===== src/rtl/alarm_controller.sv =====
// Alarm clock sequencer: rings on a rising time match, supports snooze/stop, auto-stops after a timeout.
// Latency: outputs are registered Moore decodes of state, one cycle after the input. No backpressure; pulses are taken when sampled.
module alarm_controller #(
    parameter int unsigned SNOOZE_SECS       = 540,
    parameter int unsigned RING_TIMEOUT_SECS = 300,
    parameter int unsigned MAX_SNOOZES       = 3
) (
    input  logic       clk,
    input  logic       reset_n,
    input  logic       ALARM_EN,
    input  logic       SEC_TICK,
    input  logic       SNOOZE,
    input  logic       STOP,
    input  logic [3:0] TIME_HOURS,
    input  logic [5:0] TIME_MINS,
    input  logic       TIME_AM_PM,
    input  logic [3:0] ALARM_HOURS,
    input  logic [5:0] ALARM_MINS,
    input  logic       ALARM_AM_PM,
    output logic       ALARM_OUT,
    output logic       SNOOZE_ACTIVE,
    output logic [1:0] STATE_OUT
);

    typedef enum logic [1:0] {
        IDLE     = 2'd0,
        RINGING  = 2'd1,
        SNOOZING = 2'd2,
        DONE     = 2'd3
    } state_t;

    localparam logic [11:0] SNOOZE_LD = 12'(SNOOZE_SECS);
    localparam logic [11:0] RING_LD   = 12'(RING_TIMEOUT_SECS);
    localparam logic [3:0]  SNOOZE_MAX = 4'(MAX_SNOOZES);

    state_t      state, state_nxt;
    logic [11:0] ring_tmr, ring_tmr_nxt;
    logic [11:0] snz_tmr, snz_tmr_nxt;
    logic [3:0]  used, used_nxt;
    logic        match, match_q, trigger;

    assign match   = (TIME_HOURS == ALARM_HOURS) && (TIME_MINS == ALARM_MINS) &&
                     (TIME_AM_PM == ALARM_AM_PM);
    assign trigger = match && !match_q;

    always_comb begin
        state_nxt    = state;
        ring_tmr_nxt = ring_tmr;
        snz_tmr_nxt  = snz_tmr;
        used_nxt     = used;
        case (state)
            IDLE: begin
                if (trigger && ALARM_EN) begin
                    state_nxt    = RINGING;
                    ring_tmr_nxt = RING_LD;
                    used_nxt     = 4'd0;
                end
            end
            RINGING: begin
                if (!ALARM_EN) begin
                    state_nxt = IDLE;
                end else if (STOP) begin
                    state_nxt = DONE;
                end else if (SNOOZE && (used < SNOOZE_MAX)) begin
                    state_nxt   = SNOOZING;
                    snz_tmr_nxt = SNOOZE_LD;
                    used_nxt    = used + 4'd1;
                end else if (SEC_TICK) begin
                    // Timer reaching 1 ends the ring, so it never counts below 1.
                    if (ring_tmr <= 12'd1) state_nxt = DONE;
                    else                   ring_tmr_nxt = ring_tmr - 12'd1;
                end
            end
            SNOOZING: begin
                if (!ALARM_EN) begin
                    state_nxt = IDLE;
                end else if (STOP) begin
                    state_nxt = DONE;
                end else if (SEC_TICK) begin
                    if (snz_tmr <= 12'd1) begin
                        state_nxt    = RINGING;
                        ring_tmr_nxt = RING_LD;
                    end else begin
                        snz_tmr_nxt = snz_tmr - 12'd1;
                    end
                end
            end
            DONE: begin
                // Held until the matching minute passes so the same minute cannot re-ring.
                if (!ALARM_EN || !match) state_nxt = IDLE;
            end
            default: state_nxt = IDLE;
        endcase
    end

    always_ff @(posedge clk or negedge reset_n) begin
        if (!reset_n) begin
            state         <= IDLE;
            ring_tmr      <= 12'd0;
            snz_tmr       <= 12'd0;
            used          <= 4'd0;
            match_q       <= 1'b1;
            ALARM_OUT     <= 1'b0;
            SNOOZE_ACTIVE <= 1'b0;
            STATE_OUT     <= 2'd0;
        end else begin
            state         <= state_nxt;
            ring_tmr      <= ring_tmr_nxt;
            snz_tmr       <= snz_tmr_nxt;
            used          <= used_nxt;
            match_q       <= match;
            ALARM_OUT     <= (state_nxt == RINGING);
            SNOOZE_ACTIVE <= (state_nxt == SNOOZING);
            STATE_OUT     <= state_nxt;
        end
    end

endmodule


===== config.mk =====
export PLATFORM = sky130hd
export DESIGN_NAME = alarm_controller
export DESIGN_NICKNAME = d
export VERILOG_FILES = /design/src/rtl/alarm_controller.sv
export SDC_FILE = /design/constraint.sdc
export NUM_CORES = 1
export LEC_CHECK = 0
export BUFFER_PORTS_ARGS = -buffer_cell sky130_fd_sc_hd__buf_2
export CORE_UTILIZATION = 56
export CTS_CLUSTER_SIZE = 25
export DETAILED_ROUTE_END_ITERATION = 6
export PLACE_DENSITY = 0.79
export SKIP_LAST_GASP = 1
export SLEW_MARGIN = 20
export SYNTH_ARGS = -nofsm -noshare
export SYNTH_HDL_FRONTEND = slang
export SYNTH_SLANG_ARGS = --single-unit

===== constraint.sdc =====
create_clock -name clk -period 3.2 [get_ports clk]
set_input_delay 0.32 -clock clk [delete_from_list [all_inputs] [get_ports clk]]
set_output_delay 0.32 -clock clk [all_outputs]
set_load 0.02 [all_outputs]

==> results.txt <==
The endpoint type of the worst setup path is a flop. In the synthesized netlist, the number of instances is 217. The number of failing hold endpoints at the final stage is 0.

Once placement completed, the tool counted placed cells totaling 286. The total grt overflow came out at 0. The first-pass iteration count of the detailed router is 4.

Compared with the post-synthesis result, the final layout area differs by 10.5%. The number of inserted diodes is 0. The die is 62.3 um wide. The die extent in y is 62.3 um. The number of buffers inserted during clock tree synthesis came out at 5. The mean area per synthesized cell is 9.39 um^2.

After routing, the total negative slack on setup checks comes to 0 ns. The number of synthesized flops with an enable pin is 0. The share of layout cells above drive strength 1 is 20.2%.

CTS placed an instance of sky130_fd_sc_hd__clkbuf_4 at the clock tree root. The routed length per instance is 13.7 um. The count of pins over their slew limit is 0.

The minimum hold slack came out at 0.0343 ns. Sequential cells were found to cover 40.6% of the synthesized design area. The initialized floorplan defines 21 standard-cell rows. The number of nets at the end of the flow is 280. For this design, the sink count on the clock tree is 33. The floorplan core area is 3420 um^2. The number of global-route vias before repair is 1,595. The count of synthesis-stage warnings from yosys came out at 0.

The detailed-route vias per instance came out at 5.71. The tightest min-delay check is of the input port to asynchronous set/reset pin type. For this run, the leading register cell type out of synthesis is sky130_fd_sc_hd__dfrtp_1.

The wire length of the first global-routing pass is 7200 um. The clock tree from TritonCTS is done. The count of distinct cell types in the synthesized netlist is 49. The clock reaches the later pin of the worst-skew pair after 0.34 ns.

Leaving out fill and tap cells, the most frequent cells in the layout are sky130_fd_sc_hd__dfrtp_1 (32), sky130_fd_sc_hd__buf_2 (31), sky130_fd_sc_hd__nor2_1 (23). The number of antenna violations at the first check in global routing is 0. The total leakage power is 0.995 nW. The weighted congestion at the end of routability-driven global placement is 0.813. Setup repair after global routing left no endpoint under its margin. The number of vias after detailed routing is 1,673. The number of max-capacitance violations reported came out at 0. The number of nets still failing antenna checks after routing is 0. The number of resized instances in the post-cts repair step came out at 0.

sky130_fd_sc_hd__dfrtp_1 takes more of the synthesized area than any other cell. The required time at the worst-slack endpoint came out at 3.44 ns. The slew at the pin with the worst max-slew slack is 0.815 ns. In this run the power density over the cells is 700 nW/um^2.

The final standard cell count with taps included and fillers excluded is 293. The portion of the clock cycle consumed by the worst path in the final layout is 83.3%. The setup fix buffers added after clock tree synthesis came out at 0. The worst-case clock buffer depth is 2. The post-route clock skew came out at 0.00693 ns. The violation count after the first detailed-routing iteration came out at 62.

The flip-flop and latch count after synthesis came out at 33. The detailed-route DRC error count came out at 0. The overall fraction of global-route tracks in use is 23.6%. The sort of element at the start of the critical path is a flop. Setup violations remaining at the end of the flow were counted as 0. Measured against its own limit, the worst slew margin works out to 45.2%. The total half-perimeter wirelength after legalization and detailed placement came out at 2940 um.

The achievable frequency is 375 MHz. The number of port buffers is 31. The largest net degree at the start of global routing came out at 34.

Of all nets on the critical path, the largest fanout is 12. The die covers 3890 um^2. The critical path class is flop to flop. The effective utilization at floorplan is 59.7%. The mapped cell area came out at 2040 um^2. The portion of synthesized cell area occupied by the leading cell type came out at 39.3%. The run finished with clean final reports. After synthesis, the share of flip-flops with an asynchronous set or reset is 100%.

The clock-pin slew on the worst setup and hold paths came out at 0.10 ns. The total wire length after detailed routing came out at 4010 um. The largest vdd supply drop is 494 uV. The net count after synthesis came out at 250. For this design, the CTS-stage hold fixing added 0 buffers. The number of filler cells placed in the layout is 289.

In the post-synthesis netlist, the biggest area contributors are sky130_fd_sc_hd__dfrtp_1 (39%), sky130_fd_sc_hd__xnor2_1 (5.6%), sky130_fd_sc_hd__nor2_1 (4.2%), sky130_fd_sc_hd__ha_1 (3.1%), sky130_fd_sc_hd__xor2_1 (3.0%). The time the worst path needs with I/O delays and setup is 2.66 ns. The post-layout utilization of the core came out at 65.9%.

The commonest non-fill, non-tap cell in the layout is sky130_fd_sc_hd__dfrtp_1. The count of H-tree levels built during CTS is 2. The number of top-level design ports is 32. The data arrival time at the worst-slack endpoint came out at 2.91 ns.
cell families (layout without fill, tap and decap cells):
family	Yosys count	in the layout	synth area share, %
AOI/OAI and AO/OA	42	42	14.9
xor gates and xnor gates	20	20	8.59
adders and majority gates	5	5	3.07
buffers and inverters	16	46	4.11
DFF	33	33	40.6
muxes	2	2	0.982
and+or+nand+nor	99	99	27.8
synth_stat cells (all sizes together), types with 3 or more instances:
library cell  number
a21o               4
a21oi              7
a31oi              7
buf                4
clkbuf             4
dfrtp             32
ha                 5
inv                8
nand2             17
nand2b             5
nand3              9
nand4              5
nor2              23
nor2b              4
nor3               8
nor4               3
o21a               3
o21ai             12
or3                7
or4                6
xnor2             13
xor2               7
critical path: stages, from the launching register on:
cell and delay, ns:
sky130_fd_sc_hd__dfrtp_1 0.41, sky130_fd_sc_hd__or4_1 0.67, sky130_fd_sc_hd__nor4_4 0.56, sky130_fd_sc_hd__nand2_2 0.15, sky130_fd_sc_hd__a31oi_4 0.37, sky130_fd_sc_hd__a21bo_1 0.25
sky130_fd_sc_hd__a21o_1 0.16
per-layer routing:
metal / part of all wire [%] / track usage (%) / vias to the layer above
met5: 0 / 0 / -
met3: 4.2 / 5.33 / 8
met2: 46 / 38.0 / 47
met1: 48 / 30.8 / 790
li1: - / - / 828
met4: 1.8 / 9.59 / 0
area by class of cell:
| type | instances | area (um^2) | share of cell area, % |
|---|---|---|---|
| Multi-Input combinational cell | 168 | 1130 | 50.1 |
| Sequential cell | 33 | 827 | 36.7 |
| Inverter | 8 | 30.0 | 1.33 |
| Clock buffer | 7 | 55.1 | 2.44 |
| Timing Repair Buffer | 31 | 155 | 6.89 |
| Tap cell | 46 | 57.6 | 2.56 |
worst paths after layout:
check | slack, ns | depth (start not counted) | start | endpoint
worst max-delay path | 0.54 | 6 | snz_tmr[6] | ring_tmr[9]
worst min-delay path | 0.03 | 1 | reset_n | ring_tmr[9]
worst max register to register | 0.54 | 6 | snz_tmr[6] | ring_tmr[9]
worst min register to register | 0.49 | 1 | ring_tmr[10] | ring_tmr[10]
max in group asynchronous | 2.69 | 1 | reset_n | ring_tmr[4]
min in group clk | 0.28 | 4 | TIME_MINS[5] | match_q
registers in the layout, summed over array words and instances, names as in the netlist:
| register | count |
|---|---|
| ring_tmr | 12 |
| snz_tmr | 12 |
| used | 4 |
| state | 2 |
| ALARM_OUT | 1 |
| SNOOZE_ACTIVE | 1 |
| match_q | 1 |
through the flow:
| step | power, W | cell area (um^2) | setup slack [ns] |
|---|---|---|---|
| global route | 0.00170 | 2250 | 0.391 |
| finish | 0.00158 | 2250 | 0.536 |
| global placement | 0.00132 | 2200 | 0.605 |
| CTS | 0.00158 | 2250 | 0.544 |
| detailed placement | 0.00134 | 2200 | 0.559 |
| floorplan | 0.00119 | 2040 | 0.792 |
power breakdown:
part	internal [W]	switching (W)	leakage (nW)
sequential	0.000548	0.000156	0.418
clock	0.000104	0.000135	0.0314
combinational	0.000265	0.000370	0.546
(Power assumes the default switching activity.)
